==> src/rtl/order_payload_pkg.sv <==
// Shared constants for the order-message serializer: frame geometry, field byte
// offsets inside the 96-byte big-endian frame, and the FSM state type.
package order_payload_pkg;

  localparam int DATA_W      = 256;
  localparam int NUM_BEATS   = 3;
  localparam int FRAME_BYTES = 96;
  localparam int FRAME_W     = FRAME_BYTES * 8;
  localparam int BODY_BYTES  = 67;
  localparam int BODY_W      = BODY_BYTES * 8;

  localparam int PRICE_OFS     = 0;
  localparam int QTY_OFS       = 4;
  localparam int SEQ_OFS       = 6;
  localparam int EPOCH_OFS     = 10;
  localparam int MS_OFS        = 14;
  localparam int SESSION_OFS   = 16;
  localparam int CM_OFS        = 18;
  localparam int EXEC_OFS      = 20;
  localparam int ACNO_OFS      = 21;
  localparam int FLAG_OFS      = 25;
  localparam int SIDE_OFS      = 26;
  localparam int ORDTYPE_OFS   = 27;
  localparam int TIF_OFS       = 28;
  localparam int ORDER_NO_OFS  = 29;
  localparam int ORD_ID_OFS    = 34;
  localparam int USER_DEF_OFS  = 38;
  localparam int SYM_TYPE_OFS  = 46;
  localparam int SYM_OFS       = 47;
  localparam int CHECKSUM_OFS  = 67;

  typedef enum logic {ST_IDLE, ST_SEND} state_t;

  // Bit index of the MSB of byte `ofs` in the body vector (byte 0 at the top).
  function automatic int body_msb(input int ofs);
    return BODY_W - 1 - 8 * ofs;
  endfunction

endpackage

==> src/rtl/order_payload_if.sv <==
// AXI-Stream style transmit channel of the serializer, plus the beat index.
interface order_payload_if;
  import order_payload_pkg::*;

  logic              tvalid;
  logic              tready;
  logic              tlast;
  logic [DATA_W-1:0] data;
  logic [2:0]        cnt;

  modport master (output tvalid, tlast, data, cnt, input tready);
  modport slave  (input tvalid, tlast, data, cnt, output tready);
endinterface

==> src/rtl/order_payload_csum.sv <==
// Mod-256 sum of the 67 frame body bytes (byte 0 in the top bits of body).
module order_payload_csum
  import order_payload_pkg::*;
(
  input  logic [BODY_W-1:0] body,
  output logic [7:0]        csum
);

  // NOTE: blocking assignments are correct here; the loop is an accumulation
  // chain evaluated in order within one combinational pass.
  always_comb begin
    csum = '0;
    for (int i = 0; i < BODY_BYTES; i++) begin
      csum = csum + body[i*8 +: 8];
    end
  end

endmodule

==> src/rtl/order_payload.sv <==
// Order-message serializer: captures an order record on enable and streams it
// as three 256-bit big-endian beats with a trailing checksum byte.
module order_payload
  import order_payload_pkg::*;
(
  input  logic         clk,
  input  logic         resetn,
  input  logic         enable,
  input  logic [31:0]  price,
  input  logic [15:0]  qty,
  input  logic [31:0]  MsgSeqNum,
  input  logic [31:0]  epoch_s,
  input  logic [15:0]  ms,
  input  logic [15:0]  session_id,
  input  logic [15:0]  cm_id,
  input  logic [7:0]   ExecType,
  input  logic [31:0]  investor_acno,
  input  logic [7:0]   investor_flag,
  input  logic [7:0]   side,
  input  logic [7:0]   OrdType,
  input  logic [7:0]   TimeInForce,
  input  logic [7:0]   order_no0,
  input  logic [7:0]   order_no1,
  input  logic [7:0]   order_no2,
  input  logic [7:0]   order_no3,
  input  logic [7:0]   order_no4,
  input  logic [31:0]  ord_id,
  input  logic [7:0]   user_define0,
  input  logic [7:0]   user_define1,
  input  logic [7:0]   user_define2,
  input  logic [7:0]   user_define3,
  input  logic [7:0]   user_define4,
  input  logic [7:0]   user_define5,
  input  logic [7:0]   user_define6,
  input  logic [7:0]   user_define7,
  input  logic [7:0]   symbol_type,
  input  logic [159:0] sym,
  order_payload_if.master axis
);

  logic [BODY_W-1:0]  body;
  logic [7:0]         csum;
  logic [FRAME_W-1:0] frame_d;
  logic [FRAME_W-1:0] frame_q;
  logic [DATA_W-1:0]  data_q;
  logic [2:0]         cnt_q;
  logic               tvalid_q;
  logic               tlast_q;
  state_t             state;

  always_comb begin
    body = '0;
    body[body_msb(PRICE_OFS)      -: 32]  = price;
    body[body_msb(QTY_OFS)        -: 16]  = qty;
    body[body_msb(SEQ_OFS)        -: 32]  = MsgSeqNum;
    body[body_msb(EPOCH_OFS)      -: 32]  = epoch_s;
    body[body_msb(MS_OFS)         -: 16]  = ms;
    body[body_msb(SESSION_OFS)    -: 16]  = session_id;
    body[body_msb(CM_OFS)         -: 16]  = cm_id;
    body[body_msb(EXEC_OFS)       -: 8]   = ExecType;
    body[body_msb(ACNO_OFS)       -: 32]  = investor_acno;
    body[body_msb(FLAG_OFS)       -: 8]   = investor_flag;
    body[body_msb(SIDE_OFS)       -: 8]   = side;
    body[body_msb(ORDTYPE_OFS)    -: 8]   = OrdType;
    body[body_msb(TIF_OFS)        -: 8]   = TimeInForce;
    body[body_msb(ORDER_NO_OFS)   -: 8]   = order_no0;
    body[body_msb(ORDER_NO_OFS+1) -: 8]   = order_no1;
    body[body_msb(ORDER_NO_OFS+2) -: 8]   = order_no2;
    body[body_msb(ORDER_NO_OFS+3) -: 8]   = order_no3;
    body[body_msb(ORDER_NO_OFS+4) -: 8]   = order_no4;
    body[body_msb(ORD_ID_OFS)     -: 32]  = ord_id;
    body[body_msb(USER_DEF_OFS)   -: 8]   = user_define0;
    body[body_msb(USER_DEF_OFS+1) -: 8]   = user_define1;
    body[body_msb(USER_DEF_OFS+2) -: 8]   = user_define2;
    body[body_msb(USER_DEF_OFS+3) -: 8]   = user_define3;
    body[body_msb(USER_DEF_OFS+4) -: 8]   = user_define4;
    body[body_msb(USER_DEF_OFS+5) -: 8]   = user_define5;
    body[body_msb(USER_DEF_OFS+6) -: 8]   = user_define6;
    body[body_msb(USER_DEF_OFS+7) -: 8]   = user_define7;
    body[body_msb(SYM_TYPE_OFS)   -: 8]   = symbol_type;
    body[body_msb(SYM_OFS)        -: 160] = sym;
  end

  order_payload_csum u_csum (
    .body (body),
    .csum (csum)
  );

  // Checksum sits right after the body; the remaining tail bytes are padding.
  assign frame_d = {body, csum, {(FRAME_W - BODY_W - 8){1'b0}}};

  // NOTE: every register here, including the wide frame capture, is reset
  // because idle outputs must read as zero; all state uses non-blocking <=.
  always_ff @(posedge clk) begin
    if (resetn) begin
      state    <= ST_IDLE;
      frame_q  <= '0;
      data_q   <= '0;
      cnt_q    <= '0;
      tvalid_q <= 1'b0;
      tlast_q  <= 1'b0;
    end else begin
      case (state)
        ST_IDLE: begin
          if (enable) begin
            frame_q  <= frame_d;
            data_q   <= frame_d[FRAME_W-1 -: DATA_W];
            cnt_q    <= 3'd1;
            tvalid_q <= 1'b1;
            tlast_q  <= 1'b0;
            state    <= ST_SEND;
          end
        end
        ST_SEND: begin
          // tvalid is always high in SEND, so tready alone completes a beat.
          if (axis.tready) begin
            if (cnt_q == 3'(NUM_BEATS)) begin
              data_q   <= '0;
              cnt_q    <= '0;
              tvalid_q <= 1'b0;
              tlast_q  <= 1'b0;
              state    <= ST_IDLE;
            end else begin
              data_q  <= (cnt_q == 3'd1) ? frame_q[FRAME_W-1-DATA_W -: DATA_W]
                                         : frame_q[DATA_W-1:0];
              cnt_q   <= cnt_q + 3'd1;
              tlast_q <= (cnt_q + 3'd1 == 3'(NUM_BEATS));
            end
          end
        end
        default: state <= ST_IDLE;
      endcase
    end
  end

  assign axis.tvalid = tvalid_q;
  assign axis.tlast  = tlast_q;
  assign axis.data   = data_q;
  assign axis.cnt    = cnt_q;

endmodule

==> src/flat_wrapper.sv <==
// flat-port wrapper written by rule: the top's interface ports become plain ports
module order_payload_flat import order_payload_pkg::*;
  (clk, resetn, enable, price, qty, MsgSeqNum, epoch_s, ms, session_id, cm_id, ExecType, investor_acno, investor_flag, side, OrdType, TimeInForce, order_no0, order_no1, order_no2, order_no3, order_no4, ord_id, user_define0, user_define1, user_define2, user_define3, user_define4, user_define5, user_define6, user_define7, symbol_type, sym, axis_tvalid, axis_tlast, axis_data, axis_cnt, axis_tready);
  order_payload_if axis_i ();
  input  logic clk;
  input  logic resetn;
  input  logic enable;
  input  logic [31:0] price;
  input  logic [15:0] qty;
  input  logic [31:0] MsgSeqNum;
  input  logic [31:0] epoch_s;
  input  logic [15:0] ms;
  input  logic [15:0] session_id;
  input  logic [15:0] cm_id;
  input  logic [7:0] ExecType;
  input  logic [31:0] investor_acno;
  input  logic [7:0] investor_flag;
  input  logic [7:0] side;
  input  logic [7:0] OrdType;
  input  logic [7:0] TimeInForce;
  input  logic [7:0] order_no0;
  input  logic [7:0] order_no1;
  input  logic [7:0] order_no2;
  input  logic [7:0] order_no3;
  input  logic [7:0] order_no4;
  input  logic [31:0] ord_id;
  input  logic [7:0] user_define0;
  input  logic [7:0] user_define1;
  input  logic [7:0] user_define2;
  input  logic [7:0] user_define3;
  input  logic [7:0] user_define4;
  input  logic [7:0] user_define5;
  input  logic [7:0] user_define6;
  input  logic [7:0] user_define7;
  input  logic [7:0] symbol_type;
  input  logic [159:0] sym;
  output wire logic [$bits(axis_i.tvalid)-1:0] axis_tvalid;
  output wire logic [$bits(axis_i.tlast)-1:0] axis_tlast;
  output wire logic [$bits(axis_i.data)-1:0] axis_data;
  output wire logic [$bits(axis_i.cnt)-1:0] axis_cnt;
  input wire logic [$bits(axis_i.tready)-1:0] axis_tready;
  assign axis_tvalid = axis_i.tvalid;
  assign axis_tlast = axis_i.tlast;
  assign axis_data = axis_i.data;
  assign axis_cnt = axis_i.cnt;
  assign axis_i.tready = axis_tready;
  order_payload u_core (.clk(clk), .resetn(resetn), .enable(enable), .price(price), .qty(qty), .MsgSeqNum(MsgSeqNum), .epoch_s(epoch_s), .ms(ms), .session_id(session_id), .cm_id(cm_id), .ExecType(ExecType), .investor_acno(investor_acno), .investor_flag(investor_flag), .side(side), .OrdType(OrdType), .TimeInForce(TimeInForce), .order_no0(order_no0), .order_no1(order_no1), .order_no2(order_no2), .order_no3(order_no3), .order_no4(order_no4), .ord_id(ord_id), .user_define0(user_define0), .user_define1(user_define1), .user_define2(user_define2), .user_define3(user_define3), .user_define4(user_define4), .user_define5(user_define5), .user_define6(user_define6), .user_define7(user_define7), .symbol_type(symbol_type), .sym(sym), .axis(axis_i));
endmodule
==> config.mk <==
export PLATFORM = sky130hd
export DESIGN_NAME = order_payload_flat
export DESIGN_NICKNAME = d
export VERILOG_FILES = /design/src/rtl/order_payload_pkg.sv /design/src/rtl/order_payload_if.sv /design/src/rtl/order_payload_csum.sv /design/src/rtl/order_payload.sv /design/src/flat_wrapper.sv
export SDC_FILE = /design/constraint.sdc
export NUM_CORES = 2
export LEC_CHECK = 0
export CELL_PAD_IN_SITES_DETAIL_PLACEMENT = 1
export CELL_PAD_IN_SITES_GLOBAL_PLACEMENT = 1
export CORE_MARGIN = 1
export CORE_UTILIZATION = 34
export DETAILED_ROUTE_END_ITERATION = 8
export GPL_ROUTABILITY_DRIVEN = 0
export GPL_TIMING_DRIVEN = 0
export PLACE_DENSITY = 0.8
export SKIP_CTS_REPAIR_TIMING = 1
export SYNTH_ARGS = -nofsm -noshare
export SYNTH_HDL_FRONTEND = slang
export SYNTH_SLANG_ARGS = --single-unit
export TNS_END_PERCENT = 30
==> constraint.sdc <==
create_clock -name clk -period 7.57 [get_ports clk]
set_clock_uncertainty 0.1 [all_clocks]
set_input_delay 0.757 -clock clk [delete_from_list [all_inputs] [get_ports clk]]
set_output_delay 0.757 -clock clk [all_outputs]
set_load 0.05 [all_outputs]
==> impl_metrics.toml <==
[run_status]
outcome = "finished with violations"
violations = "capacitance limit, slew limit, setup timing"

[yosys]
synthFlopType = "dfxtp_1"
synth_area_um2 = 32800
ys_seq_elements = 550
yosys.area.top_type = "dfxtp_1"
syn_avg_cell_area_um2 = 8.54
async_flop_share = 0
synth_most_common_cell = "nand2_1"
synth_cell_types = 28
synthesis.nets = 4820
yosys.area.top_type_share = 0.336
synth_edf_count = 0
seq_area_frac_synth = 0.336
ys_top_cells_by_count = "nand2_1, dfxtp_1, inv_1"
synth_area_leaders = "dfxtp_1, fa_1, nand2_1"
yosysWarnings = 0
synth_cells = 3837

[floorplanning]
rows = 113
dieWidth_um = 313
die_height_um = 313
io_pins = 801
core_um2 = 95300
start_util = 0.344
die-area_um2 = 97700

[sta]
worst_slew_pin_slew_ns = 1.59
hold_violations = 0
setup_viol = 1
fmax_mhz = 122
period_share = 1.08
finalWorstSetupSlack_ns = -0.621
drv_slew = 11
slew_headroom = -0.0584
fin_crit_ns = 8.19
fin_tns_setup_ns = -0.621
rsz0062_at_grt = "yes"

[placement]
io_buffers = 799
dpl_cell_area_um2 = 42400
hpwlAfterDp_um = 145000
pre_cts_slack_ns = -1.31
placed_cells = 5901

[layout]
fin_nets = 5687
final_area_um2 = 44700
final_cells = 6039
drive_gt1_frac = 0.0303
syn_to_final_growth_pct = 36.3

[clock_tree]
root_buffer = "clkbuf_16"
worstSkewPairLatency_ns = 0.61
path_clk_slew_ns = 0.06
cts_sinks = 550
cts_buffers = 66
cts-htree-levels = 3
cts_tree = "done"
clockBufferDepth = 3

[route]
drt_wl_total_um = 172000
drt-initial-drc-count = 2241
vias = 31560
drcViolationCount = 0
post_drt_wl_per_cell_um = 28.5
vias_per_cell = 5.23
antenna_left = 0
drt_first_pass_iters = 5

[flow_run]
max_cap_violations = 1

[setup_path]
crit_path_end_kind = "flip-flop"
crit_arrival_ns = 8.60
crit_path_max_fanout = 2
setup.worst_path.class = "primary input to flip-flop"
startpoint_type = "primary input"
rrSetupSlack_ns = 3.28
cp.required_ns = 7.98

[hold_path]
hold_class = "flip-flop to flip-flop"

[global_routing]
gr-total-overflow = 0
grt_max_degree = 13
antenna_found_initial = 28
grt_pass1_vias = 34021
grt_pass1_wl_um = 240000
grtUsageTotal = 0.346
cell usage in the layout, fill, tap and decap left out, types with 4 or more instances in the layout:
cell,count
clkdlybuf4s50_1,791
nand2_1,731
dfxtp_1,550
inv_1,525
a21oi_1,449
fa_1,375
nor2_1,265
clkbuf_1,241
o21ai_0,176
a211oi_1,160
xnor2_1,102
nor3_1,100
clkbuf_16,69
ha_1,48
diode_2,23
mux2i_1,20
o21a_1,20
fa_2,19
xor2_1,16
buf_1,13
mux2_2,12
clkbuf_8,9
dlymetal6s2s_1,8
clkinv_2,7
clkbuf_2,6
xnor3_1,6
inv_2,4
bufinv_16,4
kinds of logic after synthesis:
logic type | Yosys count | share of synthesized area
adder cells (fa/ha/maj) | 443 | 0.259
multiplexers | 32 | 0.0102
buffers and inverters | 770 | 0.0882
AND/OR/NAND/NOR | 1104 | 0.131
AO/OA/AOI/OAI | 810 | 0.138
XOR/XNOR | 128 | 0.0377
flip-flops | 550 | 0.336
sequential cells by signal, summed over array words and instances (netlist names):
| register | flops |
|---|---|
| u_core.state | 1 |
| u_core.frame_q | 288 |
| u_core.axis.tlast | 1 |
| u_core.axis.cnt | 3 |
| u_core.axis.tvalid | 1 |
| u_core.axis.data | 256 |
worst paths after layout:
path | start | end | cells after the start
worst min-delay path | u_core.frame_q[383] | u_core.frame_q[383] | 2
worst min register to register | u_core.frame_q[383] | u_core.frame_q[383] | 2
worst max-delay path | sym[83] | u_core.frame_q[231] | 25
worst max register to register | u_core.axis.cnt[0] | u_core.axis.data[70] | 10
critical path, cell delays in order:
cell	delay [ns]
clkdlybuf4s50_1	0.53
fa_1	0.65
inv_1	0.08
fa_1	0.53
inv_1	0.05
fa_2	0.59
fa_1	0.48
fa_1	0.53
inv_1	0.05
fa_1	0.48
inv_1	0.05
fa_1	0.45
fa_1	0.50
fa_1	0.53
inv_1	0.06
fa_1	0.47
inv_1	0.04
ha_2	0.19
fa_2	0.35
a21o_1	0.22
a21oi_4	0.18
xnor2_2	0.18
xnor2_4	0.15
xnor3_1	0.29
a211oi_2	0.20
final cells by class:
class / instances / area [µm²]
Clock inverter: 18 / 241
Multi-Input combinational cell: 2517 / 19000
Tap cell: 1265 / 1580
Timing Repair Buffer: 799 / 8020
Buffer: 241 / 912
Sequential cell: 550 / 11000
Clock buffer: 97 / 1920
Antenna cell: 23 / 57.6
Fill cell: 11288 / 50600
Inverter: 529 / 1990
per-stage QoR:
stage	hold WS, ns	utilization
floorplan	0.331	-
global placement	0.340	0.445
detailed placement	0.347	0.445
CTS	0.356	0.468
global route	0.369	0.469
finish	0.356	0.469
routing by layer:
layer  global-route usage  up-vias  share of wire
met4                0.231       10          0.076
met5                    0        -        0.00031
met2                0.589     1464           0.48
met3               0.0557      484          0.063
met1                0.403    15803           0.38
li1                     -    13799              -
Power is left out: the tool's default activity adds up to more than one toggle a clock period on the data nets, which glitch-free logic cannot reach.
